`src/rtl/vx_commit_lock_arb_pkg.sv`:
```
// ---------------------------------------------------------------------------
// VX_gpu_pkg
//
// Purpose : Shared types and helpers for the commit lock arbiter slice.
//           Holds the arbiter FSM state enum, the width of the optional
//           lock-stall performance counter and a modular index helper used
//           by the round-robin picker.
//
// Contents:
//   commit_lock_state_e : UNLOCKED / LOCKED arbiter state
//   PERF_CNT_W          : width of the lock-stall counter (wraps at 2^32)
//   rr_offset()         : (base + off) mod n for base, off < n
// ---------------------------------------------------------------------------
package VX_gpu_pkg;

    typedef enum logic {
        UNLOCKED = 1'b0,
        LOCKED   = 1'b1
    } commit_lock_state_e;

    localparam int PERF_CNT_W = 32;

    // Both operands are below n, so one conditional subtract wraps the sum
    // without needing a divider.
    function automatic int rr_offset(input int base, input int off, input int n);
        int sum;
        sum = base + off;
        if (sum >= n) begin
            sum = sum - n;
        end
        return sum;
    endfunction

endpackage

```
`src/rtl/vx_commit_lock_arb_rr_pick.sv`:
```
// ---------------------------------------------------------------------------
// VX_rr_pick
//
// Purpose : Purely combinational round-robin picker. Scans the request mask
//           starting at ptr_i, wrapping past N-1 back to 0, and returns the
//           first set request as both a one-hot grant and a binary index.
//
// Ports   :
//   valid_i [N]    : request mask
//   ptr_i   [IDXW] : index with highest priority this cycle (must be < N)
//   grant_o [N]    : one-hot grant, all zero when no request is set
//   index_o [IDXW] : binary index of the granted request (0 when none)
//   any_o          : at least one request is set
// ---------------------------------------------------------------------------
module VX_rr_pick
    import VX_gpu_pkg::*;
#(
    parameter int N    = 4,
    parameter int IDXW = $clog2(N)
) (
    input  logic [N-1:0]    valid_i,
    input  logic [IDXW-1:0] ptr_i,
    output logic [N-1:0]    grant_o,
    output logic [IDXW-1:0] index_o,
    output logic            any_o
);

    logic [IDXW-1:0] cand;

    // Walk the requesters in priority order from the pointer; the first
    // set request wins and later candidates are ignored once any_o is set.
    always_comb begin
        grant_o = '0;
        index_o = '0;
        any_o   = 1'b0;
        cand    = '0;
        for (int k = 0; k < N; k++) begin
            cand = IDXW'(rr_offset(int'(ptr_i), k, N));
            if (!any_o && valid_i[cand]) begin
                any_o         = 1'b1;
                grant_o[cand] = 1'b1;
                index_o       = cand;
            end
        end
    end

endmodule

```
`src/rtl/vx_commit_lock_arb.sv`:
```
// ---------------------------------------------------------------------------
// vx_commit_lock_arb
//
// Purpose : Commit arbiter for NUM_INPUTS execute-unit requesters feeding a
//           single registered output slot. Single-beat commits are
//           arbitrated round-robin; a multi-beat commit locks the arbiter
//           to its source until the eop beat is accepted so packets never
//           interleave. Output latency is one cycle and the slot sustains
//           one beat per cycle when draining and loading together.
//
// Parameters:
//   NUM_INPUTS : number of requesters (2..8)
//   DATAW      : payload width, excluding sop/eop
//
// Ports   :
//   clk, reset               : rising-edge clock, async active-high reset
//   valid_in/sop_in/eop_in   : per-requester beat valid and framing
//   data_in                  : per-requester payload, requester i at
//                              [i*DATAW +: DATAW]
//   ready_in                 : per-requester accept (beat taken when
//                              ready_in[i] && valid_in[i])
//   valid_out/data_out/
//   sop_out/eop_out/sel_out  : registered output beat and its source index
//   ready_out                : downstream accept
//   perf_lock_stalls         : (COMMIT_ARB_PERF_EN only) cycles spent
//                              locked while some other requester waited
//
// Configuration macro: COMMIT_ARB_PERF_EN adds the perf_lock_stalls port
//                      and its counter; the default build has neither.
// ---------------------------------------------------------------------------
module vx_commit_lock_arb
    import VX_gpu_pkg::*;
#(
    parameter  int NUM_INPUTS = 4,
    parameter  int DATAW      = 64,
    localparam int SELW       = $clog2(NUM_INPUTS)
) (
    input  logic                          clk,
    input  logic                          reset,
    input  logic [NUM_INPUTS-1:0]         valid_in,
    input  logic [NUM_INPUTS*DATAW-1:0]   data_in,
    input  logic [NUM_INPUTS-1:0]         sop_in,
    input  logic [NUM_INPUTS-1:0]         eop_in,
    output logic [NUM_INPUTS-1:0]         ready_in,
    output logic                          valid_out,
    output logic [DATAW-1:0]              data_out,
    output logic                          sop_out,
    output logic                          eop_out,
    output logic [SELW-1:0]               sel_out,
    input  logic                          ready_out
`ifdef COMMIT_ARB_PERF_EN
    ,
    output logic [PERF_CNT_W-1:0]         perf_lock_stalls
`endif
);

    // Arbiter state
    commit_lock_state_e    state_q, state_d;
    logic [SELW-1:0]       owner_q, owner_d;
    logic [SELW-1:0]       rr_ptr_q, rr_ptr_d;

    // Output slot
    logic                  valid_q, valid_d;
    logic [DATAW-1:0]      data_q, data_d;
    logic                  sop_q, sop_d;
    logic                  eop_q, eop_d;
    logic [SELW-1:0]       sel_q, sel_d;

    // Arbitration signals
    logic [NUM_INPUTS-1:0] owner_mask;
    logic [NUM_INPUTS-1:0] cand_valid;
    logic [NUM_INPUTS-1:0] grant_oh;
    logic [SELW-1:0]       grant_idx;
    logic                  grant_any;
    logic                  slot_free;
    logic                  accept;
    logic [DATAW-1:0]      gnt_data;
    logic                  gnt_sop;
    logic                  gnt_eop;

    // While locked only the owner may compete; masking the request vector
    // lets the same round-robin picker serve both states, since a single
    // set bit is found regardless of where the scan starts.
    always_comb begin
        owner_mask          = '0;
        owner_mask[owner_q] = 1'b1;
        cand_valid          = (state_q == LOCKED) ? (valid_in & owner_mask) : valid_in;
    end

    VX_rr_pick #(
        .N    (NUM_INPUTS),
        .IDXW (SELW)
    ) u_rr_pick (
        .valid_i (cand_valid),
        .ptr_i   (rr_ptr_q),
        .grant_o (grant_oh),
        .index_o (grant_idx),
        .any_o   (grant_any)
    );

    // The slot can take a new beat when empty or when its current beat
    // leaves this same cycle. ready_in is forced low during reset so no
    // requester believes a beat was taken while the slot is being cleared.
    always_comb begin
        slot_free = !valid_q || ready_out;
        accept    = grant_any && slot_free;
        ready_in  = reset ? '0 : (grant_oh & {NUM_INPUTS{slot_free}});
    end

    // grant_oh is one-hot, so an AND-OR mux picks the granted beat without
    // a wide variable part-select.
    always_comb begin
        gnt_data = '0;
        for (int i = 0; i < NUM_INPUTS; i++) begin
            if (grant_oh[i]) begin
                gnt_data = data_in[i*DATAW +: DATAW];
            end
        end
        gnt_sop = |(sop_in & grant_oh);
        gnt_eop = |(eop_in & grant_oh);
    end

    // Next-state logic for the lock FSM, round-robin pointer and output
    // slot. sop is carried through but never steers the FSM: only eop ends
    // ownership, so a packet missing its sop is handled identically. An idle
    // drain only clears valid; the FSM and pointer keep their values.
    always_comb begin
        state_d  = state_q;
        owner_d  = owner_q;
        rr_ptr_d = rr_ptr_q;
        valid_d  = valid_q;
        data_d   = data_q;
        sop_d    = sop_q;
        eop_d    = eop_q;
        sel_d    = sel_q;

        if (accept) begin
            valid_d = 1'b1;
            data_d  = gnt_data;
            sop_d   = gnt_sop;
            eop_d   = gnt_eop;
            sel_d   = grant_idx;
            if (gnt_eop) begin
                state_d  = UNLOCKED;
                rr_ptr_d = (grant_idx == SELW'(NUM_INPUTS - 1)) ? '0 : (grant_idx + 1'b1);
            end else begin
                state_d = LOCKED;
                owner_d = grant_idx;
            end
        end else if (ready_out) begin
            valid_d = 1'b0;
        end
    end

    // State and output slot registers; reset clears everything
    // asynchronously, which also drops any lock held mid-packet.
    always_ff @(posedge clk or posedge reset) begin
        if (reset) begin
            state_q  <= UNLOCKED;
            owner_q  <= '0;
            rr_ptr_q <= '0;
            valid_q  <= 1'b0;
            data_q   <= '0;
            sop_q    <= 1'b0;
            eop_q    <= 1'b0;
            sel_q    <= '0;
        end else begin
            state_q  <= state_d;
            owner_q  <= owner_d;
            rr_ptr_q <= rr_ptr_d;
            valid_q  <= valid_d;
            data_q   <= data_d;
            sop_q    <= sop_d;
            eop_q    <= eop_d;
            sel_q    <= sel_d;
        end
    end

    assign valid_out = valid_q;
    assign data_out  = data_q;
    assign sop_out   = sop_q;
    assign eop_out   = eop_q;
    assign sel_out   = sel_q;

`ifdef COMMIT_ARB_PERF_EN
    logic [PERF_CNT_W-1:0] perf_q, perf_d;
    logic                  stall_seen;

    // A stall is any cycle in which the lock keeps another valid requester
    // out. The counter wraps naturally at its width.
    always_comb begin
        stall_seen = (state_q == LOCKED) && (|(valid_in & ~owner_mask));
        perf_d     = perf_q;
        if (stall_seen) begin
            perf_d = perf_q + 1'b1;
        end
    end

    always_ff @(posedge clk or posedge reset) begin
        if (reset) begin
            perf_q <= '0;
        end else begin
            perf_q <= perf_d;
        end
    end

    assign perf_lock_stalls = perf_q;
`else
    // Default build carries no lock-stall counter.
`endif

endmodule

```
`config.mk`:
```
export PLATFORM = sky130hd
export DESIGN_NAME = vx_commit_lock_arb
export DESIGN_NICKNAME = d
export VERILOG_FILES = /design/src/rtl/vx_commit_lock_arb_pkg.sv /design/src/rtl/vx_commit_lock_arb_rr_pick.sv /design/src/rtl/vx_commit_lock_arb.sv
export SDC_FILE = /design/constraint.sdc
export NUM_CORES = 1
export LEC_CHECK = 0
export BUFFER_PORTS_ARGS = -buffer_cell sky130_fd_sc_hd__buf_2
export CAP_MARGIN = 20
export CORE_AREA = 5 5 131 133
export CTS_BUF_LIST = sky130_fd_sc_hd__clkbuf_4 sky130_fd_sc_hd__clkbuf_8 sky130_fd_sc_hd__clkbuf_16
export CTS_CLUSTER_SIZE = 30
export DETAILED_ROUTE_END_ITERATION = 6
export DIE_AREA = 0 0 136 138
export PLACE_DENSITY_LB_ADDON = 0.05
export SLEW_MARGIN = 20
export SYNTH_ARGS = -nofsm -noshare
export SYNTH_HDL_FRONTEND = slang
export SYNTH_HIERARCHICAL = 1
export SYNTH_SLANG_ARGS = --single-unit
```
`constraint.sdc`:
```
create_clock -name clk -period 3.3 [get_ports clk]
set_input_delay 0 -clock clk [delete_from_list [all_inputs] [get_ports clk]]
set_output_delay 0 -clock clk [all_outputs]
set_load 0.1 [all_outputs]
```
==> summary.txt <==
STA
  – Clock Skews: 0.00906 ns
  – Period minus WS final: between 3 and 4 ns
  – Final hold violation count: 0
  – Final setup violation count: 0
  – RSZ-0062 raised after global routing: false
  – Slew headroom: 43.5%
  – F_max: 319 MHz
  – Final period util: 95.0%
  – Worst slew pin tran: roughly 0.85 ns
  – Setup TNS: 0 ns
  – Slew Limit Fails: 0

Die
  – Initial Utilization: 34.9%
  – Std-Cell Rows: 46
  – Die X: 136 um
  – Die Footprint: 18800 um2
  – I/O pin count: 344
  – Die height: 138 um
  – Total core area: 15700 um2

Routing
  – Antenna viol nets, final: 0
  – DRC: 0
  – Vias: 6788
  – Drt first pass iters: 4
  – Vias/cell: 5.35
  – Starting DRT DRC Count: around 390
  – Post-DR wirelength/cell: 18.6 um
  – Routed wire length: 23700 um

Worst setup path
  – Critical Path Source: owner_q[0]
  – Kind of critical path: reg2reg
  – Required @ worst endpoint: ~3.5 ns
  – Worst path cell trace: nand2b_1, a21boi_1, mux4_2, buf_4, nor4b_4, a22oi_1, o21ai_4, a22o_1, or4b_4, mux2_4
  – Bufs and invs on worst path: 1
  – Crit path largest cell delay: 0.56 ns
  – CP Max Fanout: 9
  – Critical path arrival: 3.35 ns
  – Largest delay share family, worst path: compound AO/OA/AOI/OAI gates
  – FF-to-FF Start: owner_q[0]
  – Worst Setup Start Kind: register
  – Reg2reg end: owner_q[0]
  – R2R Setup Slk: between 0.15 and 0.2 ns
  – Crit-path slowest cell: or4b_4
  – Crit end category: register
  – Register-to-Register Path Depth: 10

CTS
  – CTS tree: yes
  – Clock buffer depth: 2
  – CTS H-tree depth: 3
  – Root Buffer: clkbuf_16
  – Clock tree sinks: 74
  – Clk_lat worst skew: 0.33 ns
  – Clock transition at path regs: 0.06 ns
  – Num CTS Buffers: 9

Flow run
  – Max-cap violations: 0

Logic synthesis
  – Cell variety after synth: 36
  – Syn Nets: 954
  – Yosys warnings: 6
  – Seq/Total Area, Yosys: 33.7%
  – Syn Area/Cell: 8.11 um2
  – Synth Instances: slightly below 700
  – Cell Area, Synth: 5490 um2
  – FF+latch count, synth: 74

Outcome
  – Status: completed

Worst hold path
  – Hold path start: data_in[144]
  – Hold WC Path Type: in2reg
  – Sink of the worst hold path: data_out[16]
  – Hold depth: 4

GRT
  – Largest net degree at the start of global routing: just under 80
  – All-Layer GR Usage: 23.8%
  – Antenna violations before repair: 0
  – Grt total ovfl: 0
  – Vias in the first global route: 6889
  – First-pass GRT wire length: 36300 um

Layout
  – Final nets: 1326
  – Share of layout cells above drive strength 1: 39.1%
  – Layout area overhead: 55.8%
  – Inserted Diodes: 0

Placed design
  – Post-DP HPWL: 16300 um
  – Count of input and output buffers: 343
  – Placer Congestion: 0.825
tightest hold or removal path, cell delays in order:
cell and delay (ns):
buf_2 0.09, inv_1 0.04, a221o_1 0.13, a31oi_1 0.07
cell usage after synthesis:
| master | count | area share, % |
|---|---|---|
| a21oi_1 | 129 | 12 |
| or4b_4 | 1 | 0.25 |
| nand2_1 | 66 | 4.5 |
| clkbuf_1 | 48 | 3.3 |
| a22o_1 | 2 | 0.32 |
| mux2_4 | 2 | 0.55 |
| inv_1 | 70 | 4.8 |
| buf_6 | 2 | 0.41 |
| dfrtp_1 | 74 | 34 |
| and2b_2 | 1 | 0.16 |
| mux4_2 | 2 | 0.82 |
| and3_1 | 4 | 0.46 |
| o21ai_0 | 7 | 0.64 |
| buf_2 | 21 | 1.9 |
| nand2b_1 | 5 | 0.57 |
| a221o_1 | 64 | 12 |
| mux2_2 | 5 | 1.0 |
| and2_1 | 2 | 0.23 |
| nor4_1 | 1 | 0.11 |
| a22oi_1 | 10 | 1.4 |
| mux2i_1 | 2 | 0.36 |
| nand3b_1 | 64 | 8.7 |
| ha_1 | 6 | 1.4 |
| nor3_1 | 1 | 0.091 |
| a21boi_0 | 3 | 0.41 |
| o21a_1 | 1 | 0.14 |
| nor2_1 | 4 | 0.27 |
| nor2b_1 | 1 | 0.11 |
| o31ai_1 | 1 | 0.14 |
| a32o_1 | 1 | 0.18 |
| o221ai_1 | 1 | 0.16 |
| mux4_1 | 2 | 0.96 |
| nor4b_4 | 1 | 0.43 |
| buf_1 | 6 | 0.41 |
| o211ai_1 | 2 | 0.27 |
| a31oi_1 | 65 | 7.4 |
timing repair:
item,CTS,global route
gates cloned,1,2
hold endpoints to repair,75,0
hold buffers,65,0
setup endpoints to repair,2,55
setup buffers,0,3
pin swaps,0,1
resized for setup,2,6
area by class of cell:
type	count	area, um2
Clock buffer	13	268
Clock inverter	2	12.5
Fill cell	1511	7160
Inverter	70	264
Multi-Input combinational cell	456	3100
Sequential cell	74	1850
Tap cell	216	270
Timing Repair Buffer	438	2790
registers in the layout, indices dropped and copies added, names as in the netlist:
name,count
state_q,1
eop_out,1
data_out,64
sel_out,2
valid_out,1
owner_q,2
sop_out,1
rr_ptr_q,2
cells by family after synthesis:
kind of cell               count (synthesis)  synth area share (%)
muxes                                     13                  3.71
DFF                                       74                  33.7
adders and majority gates                  6                  1.37
buffers and inverters                    147                  10.8
AOI/OAI and AO/OA                        286                  34.4
and+or+nand+nor                          151                  15.9
placed cells by master, fill, tap and decap left out, types with 3 or more instances in the layout:
| master | n |
|---|---|
| nand2_1 | 66 |
| ha_1 | 6 |
| mux4_2 | 3 |
| buf_12 | 11 |
| buf_2 | 339 |
| a21boi_1 | 3 |
| o21ai_4 | 4 |
| dfrtp_1 | 73 |
| nand3b_1 | 64 |
| a31oi_1 | 65 |
| inv_1 | 69 |
| o21ai_0 | 3 |
| buf_4 | 19 |
| nor2_1 | 4 |
| a22oi_1 | 10 |
| a21oi_1 | 129 |
| mux2_2 | 5 |
| dlygate4sd3_1 | 65 |
| a221o_1 | 64 |
| nand2b_1 | 3 |
| clkbuf_16 | 10 |
worst max-delay path by stage:
stage / endpoint / slack (ns) / cells after the start
2_1_floorplan: ready_in[1] / 0.09 / 11
3_3_place_gp: owner_q[1] / 0.12 / 9
3_5_place_dp: owner_q[1] / 0.03 / 9
4_1_cts: owner_q[0] / 0.007 / 9
5_1_grt: owner_q[1] / 0.002 / 9
6_report: owner_q[0] / 0.17 / 10
routing by layer:
layer / global-route usage [%] / up-vias / wire, um / share of wire, %
met4: 7.75 / 0 / 639 / 2.7
li1: - / 3252 / - / -
met2: 41.2 / 313 / 11700 / 50
met1: 29.2 / 3182 / 9430 / 40
met5: 0 / - / 0 / 0
met3: 5.33 / 41 / 1840 / 7.8
stage by stage:
step	std cells	setup WS, ns	instance area [um2]	hold WS (ns)	utilization, %
after floorplan	677	0.0871	5490	0.151	-
after global placement	1183	0.117	7540	-0.0553	48.0
after detailed placement	1183	0.0289	7540	-0.0496	48.0
after CTS	1264	0.00666	8510	0.0242	54.2
after global routing	1269	0.00249	8550	0.0480	54.4
final	1269	0.165	8550	0.0461	54.4
Power is not shown: default switching activity piles up to over one toggle a cycle in this logic, so the estimate is an artifact.
